==> src/rtl/flash_burst_reader_if.sv <==
// Request, response and flash-bus signals of flash_burst_reader.
// master: requester/consumer/flash side; slave: the burst controller.
interface flash_burst_reader_if #(
    parameter int ADDR_W = 16,
    parameter int DATA_W = 16,
    parameter int LEN_W  = 4
);
    logic              req_valid;
    logic              req_ready;
    logic [ADDR_W-1:0] req_addr;
    logic [LEN_W-1:0]  req_len;
    logic              rsp_valid;
    logic              rsp_ready;
    logic [DATA_W-1:0] rsp_data;
    logic              rsp_last;
    logic              busy;
    logic [ADDR_W-1:0] flash_addr;
    logic [DATA_W-1:0] flash_data;
    logic              flash_ce_n;
    logic              flash_oe_n;
    logic              flash_we_n;

    modport master (
        output req_valid, req_addr, req_len, rsp_ready, flash_data,
        input  req_ready, rsp_valid, rsp_data, rsp_last, busy,
               flash_addr, flash_ce_n, flash_oe_n, flash_we_n
    );

    modport slave (
        input  req_valid, req_addr, req_len, rsp_ready, flash_data,
        output req_ready, rsp_valid, rsp_data, rsp_last, busy,
               flash_addr, flash_ce_n, flash_oe_n, flash_we_n
    );
endinterface

==> src/rtl/flash_burst_reader.sv <==
// Burst read controller for a parallel NOR flash: valid/ready request in, one word per beat out.
// Define FLASH_BURST_PAGE_MODE_EN to keep CE/OE low across beats and use short intra-page accesses.
module flash_burst_reader #(
    parameter int ADDR_W      = 16,
    parameter int DATA_W      = 16,
    parameter int LEN_W       = 4,
    parameter int CE_SETUP    = 5,
    parameter int OE_ACCESS   = 5,
    parameter int PAGE_W      = 2,
    parameter int PAGE_ACCESS = 2
) (
    input logic                 clk,
    input logic                 n_rst,
    flash_burst_reader_if.slave bus
);
    localparam int MAX_WAIT = (CE_SETUP > OE_ACCESS)
        ? ((CE_SETUP > PAGE_ACCESS) ? CE_SETUP : PAGE_ACCESS)
        : ((OE_ACCESS > PAGE_ACCESS) ? OE_ACCESS : PAGE_ACCESS);
    localparam int WAIT_W = $clog2(MAX_WAIT + 1);
    localparam logic [WAIT_W-1:0] SETUP_LAST  = WAIT_W'(CE_SETUP - 1);
    localparam logic [WAIT_W-1:0] ACCESS_LAST = WAIT_W'(OE_ACCESS - 1);

    if (CE_SETUP < 1 || OE_ACCESS < 1 || PAGE_ACCESS < 1 || PAGE_W < 1 || PAGE_W >= ADDR_W) begin : gBadParams
        $error("flash_burst_reader: wait states must be >= 1 and PAGE_W within the address");
    end

    typedef enum logic [1:0] {IDLE, SETUP, ACCESS, RESP} state_t;

    state_t            state_q, state_d;
    logic [WAIT_W-1:0] waitCnt_q, waitCnt_d;
    logic [WAIT_W-1:0] accessLast;
    logic [LEN_W-1:0]  beatCnt_q, beatCnt_d;
    logic [ADDR_W-1:0] addr_q, addr_d;
    logic [ADDR_W-1:0] addrInc;
    logic [DATA_W-1:0] data_q, data_d;
    logic              ceN, oeN;
`ifdef FLASH_BURST_PAGE_MODE_EN
    localparam logic [WAIT_W-1:0] PAGE_LAST = WAIT_W'(PAGE_ACCESS - 1);
    logic pageHit_q, pageHit_d;
`endif

    assign addrInc = addr_q + ADDR_W'(1);

    always_ff @(posedge clk or negedge n_rst) begin
        if (!n_rst) begin
            state_q   <= IDLE;
            waitCnt_q <= '0;
            beatCnt_q <= '0;
            addr_q    <= '0;
            data_q    <= '0;
`ifdef FLASH_BURST_PAGE_MODE_EN
            pageHit_q <= 1'b0;
`endif
        end else begin
            state_q   <= state_d;
            waitCnt_q <= waitCnt_d;
            beatCnt_q <= beatCnt_d;
            addr_q    <= addr_d;
            data_q    <= data_d;
`ifdef FLASH_BURST_PAGE_MODE_EN
            pageHit_q <= pageHit_d;
`endif
        end
    end

    always_comb begin
        state_d   = state_q;
        beatCnt_d = beatCnt_q;
        addr_d    = addr_q;
        data_d    = data_q;
`ifdef FLASH_BURST_PAGE_MODE_EN
        pageHit_d  = pageHit_q;
        accessLast = pageHit_q ? PAGE_LAST : ACCESS_LAST;
`else
        accessLast = ACCESS_LAST;
`endif
        case (state_q)
            IDLE: begin
                if (bus.req_valid) begin
                    addr_d    = bus.req_addr;
                    beatCnt_d = bus.req_len;
                    state_d   = SETUP;
`ifdef FLASH_BURST_PAGE_MODE_EN
                    pageHit_d = 1'b0;
`endif
                end
            end
            SETUP: begin
                if (waitCnt_q == SETUP_LAST) state_d = ACCESS;
            end
            ACCESS: begin
                if (waitCnt_q == accessLast) begin
                    data_d  = bus.flash_data;
                    state_d = RESP;
                end
            end
            RESP: begin
                if (bus.rsp_ready) begin
                    if (beatCnt_q == '0) begin
                        state_d = IDLE;
                    end else begin
                        addr_d    = addrInc;
                        beatCnt_d = beatCnt_q - LEN_W'(1);
`ifdef FLASH_BURST_PAGE_MODE_EN
                        // Staying inside the open page skips CE setup entirely.
                        pageHit_d = (addrInc[PAGE_W-1:0] != '0);
                        state_d   = pageHit_d ? ACCESS : SETUP;
`else
                        state_d   = SETUP;
`endif
                    end
                end
            end
            default: state_d = IDLE;
        endcase

        if (state_d != state_q) begin
            waitCnt_d = '0;
        end else if (state_q == SETUP || state_q == ACCESS) begin
            waitCnt_d = waitCnt_q + WAIT_W'(1);
        end else begin
            waitCnt_d = waitCnt_q;
        end
    end

    always_comb begin
        ceN = 1'b1;
        oeN = 1'b1;
        case (state_q)
            SETUP: ceN = 1'b0;
            ACCESS: begin
                ceN = 1'b0;
                oeN = 1'b0;
            end
`ifdef FLASH_BURST_PAGE_MODE_EN
            RESP: begin
                ceN = 1'b0;
                oeN = 1'b0;
            end
`endif
            default: ;
        endcase
    end

    assign bus.req_ready  = (state_q == IDLE);
    assign bus.busy       = (state_q != IDLE);
    assign bus.rsp_valid  = (state_q == RESP);
    assign bus.rsp_last   = (state_q == RESP) && (beatCnt_q == '0);
    assign bus.rsp_data   = data_q;
    assign bus.flash_addr = addr_q;
    assign bus.flash_ce_n = ceN;
    assign bus.flash_oe_n = oeN;
    assign bus.flash_we_n = 1'b1;
endmodule

==> src/flat_wrapper.sv <==
// flat-port wrapper written by rule: the top's interface ports become plain ports
module flash_burst_reader_flat 
#(
    parameter int ADDR_W      = 16,
    parameter int DATA_W      = 16,
    parameter int LEN_W       = 4,
    parameter int CE_SETUP    = 5,
    parameter int OE_ACCESS   = 5,
    parameter int PAGE_W      = 2,
    parameter int PAGE_ACCESS = 2
)
  (clk, n_rst, bus_req_valid, bus_req_addr, bus_req_len, bus_rsp_ready, bus_flash_data, bus_req_ready, bus_rsp_valid, bus_rsp_data, bus_rsp_last, bus_busy, bus_flash_addr, bus_flash_ce_n, bus_flash_oe_n, bus_flash_we_n);
  flash_burst_reader_if #(.ADDR_W(ADDR_W), .DATA_W(DATA_W), .LEN_W(LEN_W)) bus_i ();
  input logic clk;
  input logic n_rst;
  input wire logic [$bits(bus_i.req_valid)-1:0] bus_req_valid;
  input wire logic [$bits(bus_i.req_addr)-1:0] bus_req_addr;
  input wire logic [$bits(bus_i.req_len)-1:0] bus_req_len;
  input wire logic [$bits(bus_i.rsp_ready)-1:0] bus_rsp_ready;
  input wire logic [$bits(bus_i.flash_data)-1:0] bus_flash_data;
  output wire logic [$bits(bus_i.req_ready)-1:0] bus_req_ready;
  output wire logic [$bits(bus_i.rsp_valid)-1:0] bus_rsp_valid;
  output wire logic [$bits(bus_i.rsp_data)-1:0] bus_rsp_data;
  output wire logic [$bits(bus_i.rsp_last)-1:0] bus_rsp_last;
  output wire logic [$bits(bus_i.busy)-1:0] bus_busy;
  output wire logic [$bits(bus_i.flash_addr)-1:0] bus_flash_addr;
  output wire logic [$bits(bus_i.flash_ce_n)-1:0] bus_flash_ce_n;
  output wire logic [$bits(bus_i.flash_oe_n)-1:0] bus_flash_oe_n;
  output wire logic [$bits(bus_i.flash_we_n)-1:0] bus_flash_we_n;
  assign bus_i.req_valid = bus_req_valid;
  assign bus_i.req_addr = bus_req_addr;
  assign bus_i.req_len = bus_req_len;
  assign bus_i.rsp_ready = bus_rsp_ready;
  assign bus_i.flash_data = bus_flash_data;
  assign bus_req_ready = bus_i.req_ready;
  assign bus_rsp_valid = bus_i.rsp_valid;
  assign bus_rsp_data = bus_i.rsp_data;
  assign bus_rsp_last = bus_i.rsp_last;
  assign bus_busy = bus_i.busy;
  assign bus_flash_addr = bus_i.flash_addr;
  assign bus_flash_ce_n = bus_i.flash_ce_n;
  assign bus_flash_oe_n = bus_i.flash_oe_n;
  assign bus_flash_we_n = bus_i.flash_we_n;
  flash_burst_reader #(.ADDR_W(ADDR_W), .DATA_W(DATA_W), .LEN_W(LEN_W), .CE_SETUP(CE_SETUP), .OE_ACCESS(OE_ACCESS), .PAGE_W(PAGE_W), .PAGE_ACCESS(PAGE_ACCESS)) u_core (.clk(clk), .n_rst(n_rst), .bus(bus_i));
endmodule
==> config.mk <==
export PLATFORM = sky130hd
export DESIGN_NAME = flash_burst_reader_flat
export DESIGN_NICKNAME = d
export VERILOG_FILES = /design/src/rtl/flash_burst_reader_if.sv /design/src/rtl/flash_burst_reader.sv /design/src/flat_wrapper.sv
export SDC_FILE = /design/constraint.sdc
export NUM_CORES = 1
export LEC_CHECK = 0
export BUFFER_PORTS_ARGS = -buffer_cell sky130_fd_sc_hd__buf_4
export CORE_ASPECT_RATIO = 1.75
export CORE_MARGIN = 4
export CORE_UTILIZATION = 45
export CTS_CLUSTER_DIAMETER = 200
export DETAILED_ROUTE_END_ITERATION = 8
export PLACE_DENSITY = 0.7
export SLEW_MARGIN = 20
export SYNTH_ARGS = -nofsm -noshare
export SYNTH_HDL_FRONTEND = slang
export SYNTH_SLANG_ARGS = --single-unit
==> constraint.sdc <==
create_clock -name clk -period 2.9 [get_ports clk]
set_input_delay 0.58 -clock clk [delete_from_list [all_inputs] [get_ports clk]]
set_output_delay 0.58 -clock clk [all_outputs]
set_load 0.02 [all_outputs]
==> flow_metrics.env, run 1 <==
export IMPL_status="finished, final reports clean"
export IMPL_start_kind="register"
export IMPL_synth_nets=274
export IMPL_ctsHtreeMaxLevel=2
export IMPL_tightest_slew_ps=572
export IMPL_cp_cell_sequence="inv_1, ha_1, mux2i_1, or3_1, a22o_1, a311o_1"
export IMPL_synth_edff_count=0
export IMPL_swShare_pct=43.7
export IMPL_drt_pass1_iter_count=5
export IMPL_netlist_area_um2=2300
export IMPL_avgViaCountPerCell=5.92
export IMPL_cts_tree="yes"
export IMPL_final_common_cell="buf_4"
export IMPL_dp_hpwl_mm=4.61
export IMPL_startpoint="u_core.state_q[1]"
export IMPL_crit_slowest_cell="or3_1"
export IMPL_pwr_share_clk_pct=14.9
export IMPL_min_path_type="in -> async"
export IMPL_crit_type="reg -> reg"
export IMPL_ys_warn_count=0
export IMPL_synth_area_per_cell_um2=10.2
export IMPL_tns_ps=0
export IMPL_grt_pass1_wl_mm=9.54
export IMPL_worstPathMaxFanout=16
export IMPL_wirelength_mm=6.07
export IMPL_switchingPower_w=0.00138
export IMPL_rows=34
export IMPL_maxSlewHeadroom_pct=60.9
export IMPL_fin_crit_sh_pct=84.3
export IMPL_grt_pass1_vias=2116
export IMPL_holdBufCountCts=0
export IMPL_die_w_um=62.1
export IMPL_cts_max_path_buffers=2
export IMPL_num_io_pins=79
export IMPL_async_reset_ff_share_pct=100
export IMPL_place_gp_congestion=0.845
export IMPL_synth_seq_cells=41
export IMPL_critPathArrivalTime_ps=2630
export IMPL_reg2reg_depth=6
export IMPL_finClkSkew_ps=7.07
export IMPL_layout_common_cells="buf_4, dfrtp_1, nand2_1, mux2_2, nand3_1"
export IMPL_endpoint_kind="register"
export IMPL_die_area_um2=6370
export IMPL_antenna_found_initial=0
export IMPL_min_period_ps=2450
export IMPL_syn2layout_area_growth_pct=31.5
export IMPL_synth_cells=226
export IMPL_core_um2=4980
export IMPL_ant_nets=0
export IMPL_stdcell_count=359
export IMPL_timing_rr_start="u_core.state_q[1]"
export IMPL_cpPeakStageDelay_ps=580
export IMPL_max_cap_violations=0
export IMPL_worstPathBufferInverterCount=1
export IMPL_post_cts_buffers=0
export IMPL_power_frac_seq_pct=34.3
export IMPL_cts_resized=0
export IMPL_finalWorstSetupSlack_ps=455
export IMPL_synth_top_cell_area_share_pct=44.6
export IMPL_grtUsageTotal_pct=19.8
export IMPL_pwr_share_comb_pct=50.8
export IMPL_setup_viol=0
export IMPL_finalHoldWorstSlack_ps=249
export IMPL_drive_gt1_share_pct=37.0
export IMPL_nets=352
export IMPL_clk_pin_slew_ps=80
export IMPL_hold_viol=0
export IMPL_gr_total_overflow=0
export IMPL_path_delay_family="compound AO/OA/AOI/OAI gates"
export IMPL_post_drt_wl_per_cell_um=16.9
export IMPL_dp_cells=351
export IMPL_clock_sinks=41
export IMPL_final_max_slew_violation_count=0
export IMPL_port_buffers=77
export IMPL_route_vias_total=2127
export IMPL_yosysTopAreaCell="dfrtp_1"
export IMPL_seq_area_frac_synth_pct=44.6
export IMPL_max_freq_mhz=409
export IMPL_dp_slack_ps=481
export IMPL_fp_dieH_um=103
export IMPL_clock_root_buffer="clkbuf_8"
export IMPL_detailedRoute_firstIterationViolations=90
export IMPL_rsz0062_at_grt="false"
export IMPL_power_w=0.00315
export IMPL_powerDensity_nw_per_um2=1040
export IMPL_synthTopCellsByArea="dfrtp_1, mux2_2, ha_1"
export IMPL_static_leakage_power_nw=1.37
export IMPL_remaining_drc_errors=0
export IMPL_path_depth=6
export IMPL_synth_flop_cell="dfrtp_1"
export IMPL_cts_buffers=5
export IMPL_grt_start_max_net_pins=42
export IMPL_initial_utilization_pct=46.3
export IMPL_ir_drop_v=0.000769
export IMPL_cp_required_ps=3080
export IMPL_clk_latency_ps=290
export IMPL_ys_types=51
export IMPL_intPower_w=0.00177
export IMPL_antenna_cells=0
==> cell usage after synthesis, types with 4 or more instances <==
library cell and number:
a21oi_1 5, and3_1 4, clkbuf_1 6, dfrtp_1 41, ha_1 8, inv_1 12
mux2_2 16, mux2i_1 4, nand2_1 16, nand3_1 15, nand4_1 4, nor3_1 10
nor4_1 9, o21ai_0 14, o22ai_1 4
==> final cells by class <==
cell class	instances	area [um2]
Fill cell	433	1950
Multi-Input combinational cell	162	1160
Sequential cell	41	1030
Timing Repair Buffer	82	616
Clock buffer	5	68.8
Tap cell	54	67.6
Clock inverter	3	46.3
Inverter	12	45.0
==> sequential cells by signal, summed over array words and instances, names as in the netlist <==
register,count
u_core.waitCnt_q,3
u_core.beatCnt_q,4
u_core.bus.flash_addr,16
u_core.state_q,2
u_core.bus.rsp_data,16
==> power by group through the flow <==
stage / clock network [W] / registers (W) / logic [W]
6_report: 0.000468 / 0.00108 / 0.00160
5_1_grt: 0.000509 / 0.00112 / 0.00175
4_1_cts: 0.000482 / 0.00107 / 0.00161
3_5_place_dp: 0 / 0.00108 / 0.00161
3_3_place_gp: 0 / 0.00107 / 0.00158
2_1_floorplan: 0 / 0.00123 / 0.000846
==> metal layers <==
layer,up-vias,GRT usage (%),part of all wire (%)
met4,0,9.31,2.4
li1,1017,-,-
met2,98,34.2,55
met3,12,3.51,6.4
met5,-,0,0
met1,1000,22.6,36
==> final timing paths <==
path / slack, ps / to
setup reg to reg: 450 / u_core.bus.flash_addr[11]
hold / removal: 250 / u_core.bus.rsp_data[11]
setup / recovery: 450 / u_core.bus.flash_addr[11]
hold reg to reg: 510 / u_core.bus.rsp_data[2]
max in group asynchronous: 2260 / u_core.bus.flash_addr[13]
min in group clk: 510 / u_core.bus.rsp_data[2]
==> stage by stage <==
| stage | util, % | cell area [um2] |
|---|---|---|
| after CTS | 60.8 | 3030 |
| after global routing | 60.8 | 3030 |
| after detailed placement | 58.5 | 2910 |
| after global placement | 58.5 | 2910 |
| after floorplan | - | 2300 |
| final | 60.8 | 3030 |
==> kinds of logic (layout without fill, tap and decap cells) <==
kind of cell | count (synthesis) | count (layout) | synth area share, %
XOR/XNOR | 2 | 2 | 0.761
buffers and inverters | 23 | 102 | 5.16
other | 1 | 1 | 0.163
multiplexers | 20 | 20 | 9.57
AND/OR/NAND/NOR | 78 | 78 | 19.1
flip-flops | 41 | 41 | 44.6
AO/OA/AOI/OAI | 53 | 53 | 16.3
adder cells (fa/ha/maj) | 8 | 8 | 4.35
No activity file was read; power rests on OpenSTA's default activity.
==> inputs of run 2 (changes only) <==
==> constraint.sdc (replaced) <==
create_clock -name clk -period 2.4 [get_ports clk]
set_input_delay 0.48 -clock clk [delete_from_list [all_inputs] [get_ports clk]]
set_output_delay 0.48 -clock clk [all_outputs]
set_load 0.02 [all_outputs]
==> flow_metrics.env, run 2 (synthesized netlist as in run 1, its figures left out) <==
export IMPL_final_max_slew_violation_count=0
export IMPL_cp_required_ps=2580
export IMPL_endpoint_kind="register"
export IMPL_finClkSkew_ps=3.95
export IMPL_static_leakage_power_nw=1.39
export IMPL_route_vias_total=2155
export IMPL_setup_viol=0
export IMPL_powerDensity_nw_per_um2=1240
export IMPL_cts_max_path_buffers=2
export IMPL_start_kind="register"
export IMPL_intPower_w=0.00212
export IMPL_grtUsageTotal_pct=20.9
export IMPL_pwr_share_clk_pct=13.3
export IMPL_multi_input_area_um2=1160
export IMPL_port_buffers=77
export IMPL_initial_utilization_pct=46.3
export IMPL_cts_resized=0
export IMPL_clock_sinks=41
export IMPL_critPathArrivalTime_ps=2340
export IMPL_grt_pass1_wl_mm=9.89
export IMPL_min_path_type="in -> async"
export IMPL_num_io_pins=79
export IMPL_syn2layout_area_growth_pct=32.2
export IMPL_finalHoldWorstSlack_ps=156
export IMPL_min_period_ps=2160
export IMPL_fillCellCount=425
export IMPL_fp_dieH_um=103
export IMPL_use_met3_pct=3.88
export IMPL_drt_pass1_iter_count=4
export IMPL_worstPathMaxFanout=9
export IMPL_rows=34
export IMPL_grt_start_max_net_pins=42
export IMPL_die_area_um2=6370
export IMPL_dp_hpwl_mm=4.86
export IMPL_grt_met2_usage_pct=36.2
export IMPL_dp_slack_ps=272
export IMPL_avgViaCountPerCell=5.94
export IMPL_layout_common_cells="buf_4, dfrtp_1, nand2_1, mux2_2, nand3_1"
export IMPL_post_cts_buffers=0
export IMPL_finalWorstSetupSlack_ps=239
export IMPL_cts_tree="yes"
export IMPL_top_usage_layer="met2"
export IMPL_swShare_pct=44.1
export IMPL_gr_usage_met1_pct=22.9
export IMPL_remaining_drc_errors=0
export IMPL_crit_type="reg -> reg"
export IMPL_tightest_slew_ps=613
export IMPL_hold_viol=0
export IMPL_fin_crit_sh_pct=90.1
export IMPL_switchingPower_w=0.00167
export IMPL_drive_gt1_share_pct=37.9
export IMPL_max_freq_mhz=463
export IMPL_seqCellArea_um2=1030
export IMPL_ant_nets=0
export IMPL_cts_buffers=5
export IMPL_antenna_cells=0
export IMPL_max_cap_violations=0
export IMPL_tns_ps=0
export IMPL_final_common_cell="buf_4"
export IMPL_grt_pass1_vias=2121
export IMPL_core_um2=4980
export IMPL_gr_total_overflow=0
export IMPL_clk_pin_slew_ps=80
export IMPL_antenna_found_initial=0
export IMPL_ctsHtreeMaxLevel=2
export IMPL_maxSlewHeadroom_pct=58.1
export IMPL_detailedRoute_firstIterationViolations=73
export IMPL_status="finished, final reports clean"
export IMPL_final_util_pct=61.1
export IMPL_wirelength_mm=6.31
export IMPL_clk_latency_ps=290
export IMPL_clock_root_buffer="clkbuf_8"
export IMPL_holdBufCountCts=0
export IMPL_nets=356
export IMPL_rsz0062_at_grt="false"
export IMPL_ir_drop_v=0.000728
export IMPL_post_drt_wl_per_cell_um=17.4
export IMPL_die_w_um=62.1
export IMPL_place_gp_congestion=0.849
export IMPL_pwr_share_comb_pct=52.2
export IMPL_power_frac_seq_pct=34.5
[run 2: cell types whose count changed in the layout (fill, tap and decap cells not counted), sizes merged]
cell,delta
buf,+4
clkinvlp,-1
clkbuf,+2
bufinv,-1
[run 2: per-layer routing]
metal | vias to the layer above | wire length (um)
met1 | 1019 | 2150
met3 | 23 | 405
li1 | 1023 | -
met4 | 0 | 258
met5 | - | 0
met2 | 90 | 3500
[run 2: metrics by stage]
step           power, W  std cells  area, um2
2_1_floorplan   0.00251        226       2300
4_1_cts         0.00381        363       3040
5_1_grt         0.00407        363       3040
3_5_place_dp    0.00330        355       2940
3_3_place_gp    0.00327        355       2940
6_report        0.00379        363       3040
[run 2: path summary, 6_finish.rpt]
check | startpoint | to | slack (ps) | cells past startpoint
max | u_core.state_q[0] | u_core.bus.flash_addr[12] | 240 | 5
min | n_rst | u_core.bus.rsp_data[11] | 160 | 1
max reg2reg | u_core.state_q[0] | u_core.bus.flash_addr[12] | 240 | 5
min reg2reg | u_core.bus.rsp_data[15] | u_core.bus.rsp_data[15] | 510 | 1
max in group asynchronous | n_rst | u_core.bus.flash_addr[2] | 1880 | 1
min in group clk | bus_flash_data[9] | u_core.bus.rsp_data[9] | 410 | 2
[run 2: critical path, cell delays in order, from the launching register on]
cell,delay [ps]
dfrtp_1,430
ha_1,280
and4bb_4,230
or3_1,480
buf_4,230
a221o_2,380
[run 2: layout make-up]
type                       instances  share of cell area, %
tap                               54                   2.22
clock buffer                       7                   3.17
sequential                        41                   33.7
inverter                          12                   1.48
multi-input combinational        162                   38.0
clock inverter                     1                  0.164
timing repair buffer              86                   21.2
[run 2: power by group through the flow]
stage	Combinational, W	Clock (W)	Sequential, W
after global placement	0.00196	0	0.00131
after global routing	0.00216	0.000549	0.00136
final	0.00198	0.000502	0.00131
after CTS	0.00199	0.000513	0.00130
after floorplan	0.00102	0	0.00149
after detailed placement	0.00199	0	0.00131
==> inputs of run 3 (changes only) <==
--- a/config.mk
+++ b/config.mk
@@ -11,7 +11,7 @@
 export CORE_UTILIZATION = 45
 export CTS_CLUSTER_DIAMETER = 200
 export DETAILED_ROUTE_END_ITERATION = 8
-export PLACE_DENSITY = 0.7
+export PLACE_DENSITY = 0.73
 export SLEW_MARGIN = 20
 export SYNTH_ARGS = -nofsm -noshare
 export SYNTH_HDL_FRONTEND = slang
==> constraint.sdc (replaced) <==
create_clock -name clk -period 1.85 [get_ports clk]
set_input_delay 0.37 -clock clk [delete_from_list [all_inputs] [get_ports clk]]
set_output_delay 0.37 -clock clk [all_outputs]
set_load 0.02 [all_outputs]
==> flow_metrics.env, run 3 (synthesized netlist as in run 1, its figures left out) <==
export IMPL_remaining_drc_errors=0
export IMPL_syn2layout_area_growth_pct=43.9
export IMPL_min_path_type="in -> async"
export IMPL_port_buffers=77
export IMPL_ctsHtreeMaxLevel=2
export IMPL_finalWorstSetupSlack_ps=19.8
export IMPL_grt_pass1_wl_mm=10.1
export IMPL_nets=376
export IMPL_endpoint_kind="register"
export IMPL_cp_required_ps=2040
export IMPL_worstPathMaxFanout=7
export IMPL_grt_start_max_net_pins=42
export IMPL_fillCellCount=418
export IMPL_die_w_um=62.1
export IMPL_rsz0062_at_grt="true"
export IMPL_fp_dieH_um=103
export IMPL_multi_input_area_um2=1240
export IMPL_antenna_found_initial=0
export IMPL_drive_gt1_share_pct=46.5
export IMPL_grtUsageTotal_pct=20.9
export IMPL_dp_slack_ps=-72.4
export IMPL_tns_ps=0
export IMPL_crit_type="reg -> reg"
export IMPL_clock_sinks=41
export IMPL_detailedRoute_firstIterationViolations=122
export IMPL_layout_common_cells="buf_4, dfrtp_1, nand2_1, mux2_2, nand3_1"
export IMPL_num_io_pins=79
export IMPL_route_vias_total=2203
export IMPL_clk_pin_slew_ps=90
export IMPL_cts_max_path_buffers=2
export IMPL_clk_latency_ps=300
export IMPL_final_max_slew_violation_count=0
export IMPL_gr_total_overflow=0
export IMPL_worstPathBufferInverterCount=1
export IMPL_post_drt_wl_per_cell_um=16.1
export IMPL_place_gp_congestion=0.914
export IMPL_cts_tree="yes"
export IMPL_start_kind="register"
export IMPL_hold_viol=0
export IMPL_drt_pass1_iter_count=4
export IMPL_min_period_ps=1830
export IMPL_finClkSkew_ps=8.19
export IMPL_final_util_pct=66.5
export IMPL_max_freq_mhz=546
export IMPL_setup_viol=0
export IMPL_path_delay_family="simple AND/OR/NAND/NOR gates"
export IMPL_clock_root_buffer="clkbuf_8"
export IMPL_status="finished, final reports clean"
export IMPL_cp_cell_sequence="inv_2, ha_4, and4bb_4, or3_4, a22o_1, a311o_1"
export IMPL_tightest_slew_ps=534
export IMPL_final_common_cell="buf_4"
export IMPL_max_cap_violations=0
export IMPL_dp_hpwl_mm=4.73
export IMPL_fin_crit_sh_pct=98.9
export IMPL_avgViaCountPerCell=5.75
export IMPL_core_um2=4980
export IMPL_antenna_cells=0
export IMPL_wirelength_mm=6.16
export IMPL_ir_drop_v=0.00121
export IMPL_seqCellArea_um2=1030
export IMPL_ant_nets=0
export IMPL_static_leakage_power_nw=1.51
export IMPL_rows=34
export IMPL_powerDensity_nw_per_um2=1620
export IMPL_critPathArrivalTime_ps=2020
export IMPL_crit_slowest_cell="or3_4"
export IMPL_maxSlewHeadroom_pct=64.4
export IMPL_die_area_um2=6370
export IMPL_finalHoldWorstSlack_ps=40.8
export IMPL_initial_utilization_pct=46.3
export IMPL_cpPeakStageDelay_ps=430
export IMPL_grt_pass1_vias=2298
export IMPL_cts_buffers=5
==> run 3: cell types whose count changed in the layout (fill, tap and decap cells not counted), sizes merged <==
cell | before | now
clkbuf | 7 | 5
inv | 12 | 11
clkinvlp | 0 | 2
bufinv | 0 | 1
buf | 86 | 106
==> run 3: what timing repair did <==
item / in CTS / in global routing
endpoints found under the setup margin: 13 / 18
hold buffers: 0 / 0
setup buffers: 1 / 1
gates resized for setup: 6 / 12
pin swaps: 3 / 4
cloned: 0 / 0
==> run 3: final cells by class <==
cell class / instances / share of cell area (%)
flip-flops and latches: 41 / 31.1
repair buffers: 106 / 24.5
inverters: 12 / 1.47
well taps: 54 / 2.04
clock buffers: 5 / 2.08
clock inverters: 3 / 1.40
multi-input cells: 162 / 37.4
==> run 3: worst reg2reg max path: stages, from the launching register on <==
cell and delay [ps]:
dfrtp_1 380, inv_2 60, ha_4 170, and4bb_4 200, or3_4 430, a22o_1 220, a311o_1 260
==> run 3: final timing paths <==
check,depth (start not counted),slack [ps],end,from
worst min-delay path,1,40,u_core.bus.flash_addr[15],n_rst
worst min register to register,1,510,u_core.bus.rsp_data[8],u_core.bus.rsp_data[8]
worst max-delay path,6,20,u_core.bus.flash_addr[11],u_core.beatCnt_q[1]
min in group clk,2,300,u_core.bus.rsp_data[4],bus_flash_data[4]
max in group asynchronous,1,1400,u_core.state_q[0],n_rst
worst max register to register,6,20,u_core.bus.flash_addr[11],u_core.beatCnt_q[1]
==> run 3: power by group <==
group          internal (W)  leakage [nW]  switching (W)
combinational       0.00144         0.968        0.00156
sequential          0.00126         0.489       0.000371
clock              0.000404        0.0543       0.000336
==> run 3: through the flow <==
stage	instance area (um2)	instances	total power, W
after global routing	3310	383	0.00578
after global placement	3130	373	0.00450
final	3310	383	0.00538
after detailed placement	3130	373	0.00454
after CTS	3270	382	0.00537
after floorplan	2350	226	0.00335
==> run 3: routing by layer <==
metal  up-vias  share of wire (%)  track usage, %
met5         -                  0               0
li1       1056                  -               -
met3        15                7.0            4.89
met4         0                2.4            9.31
met1      1061                 36            22.7
met2        71                 54            36.9
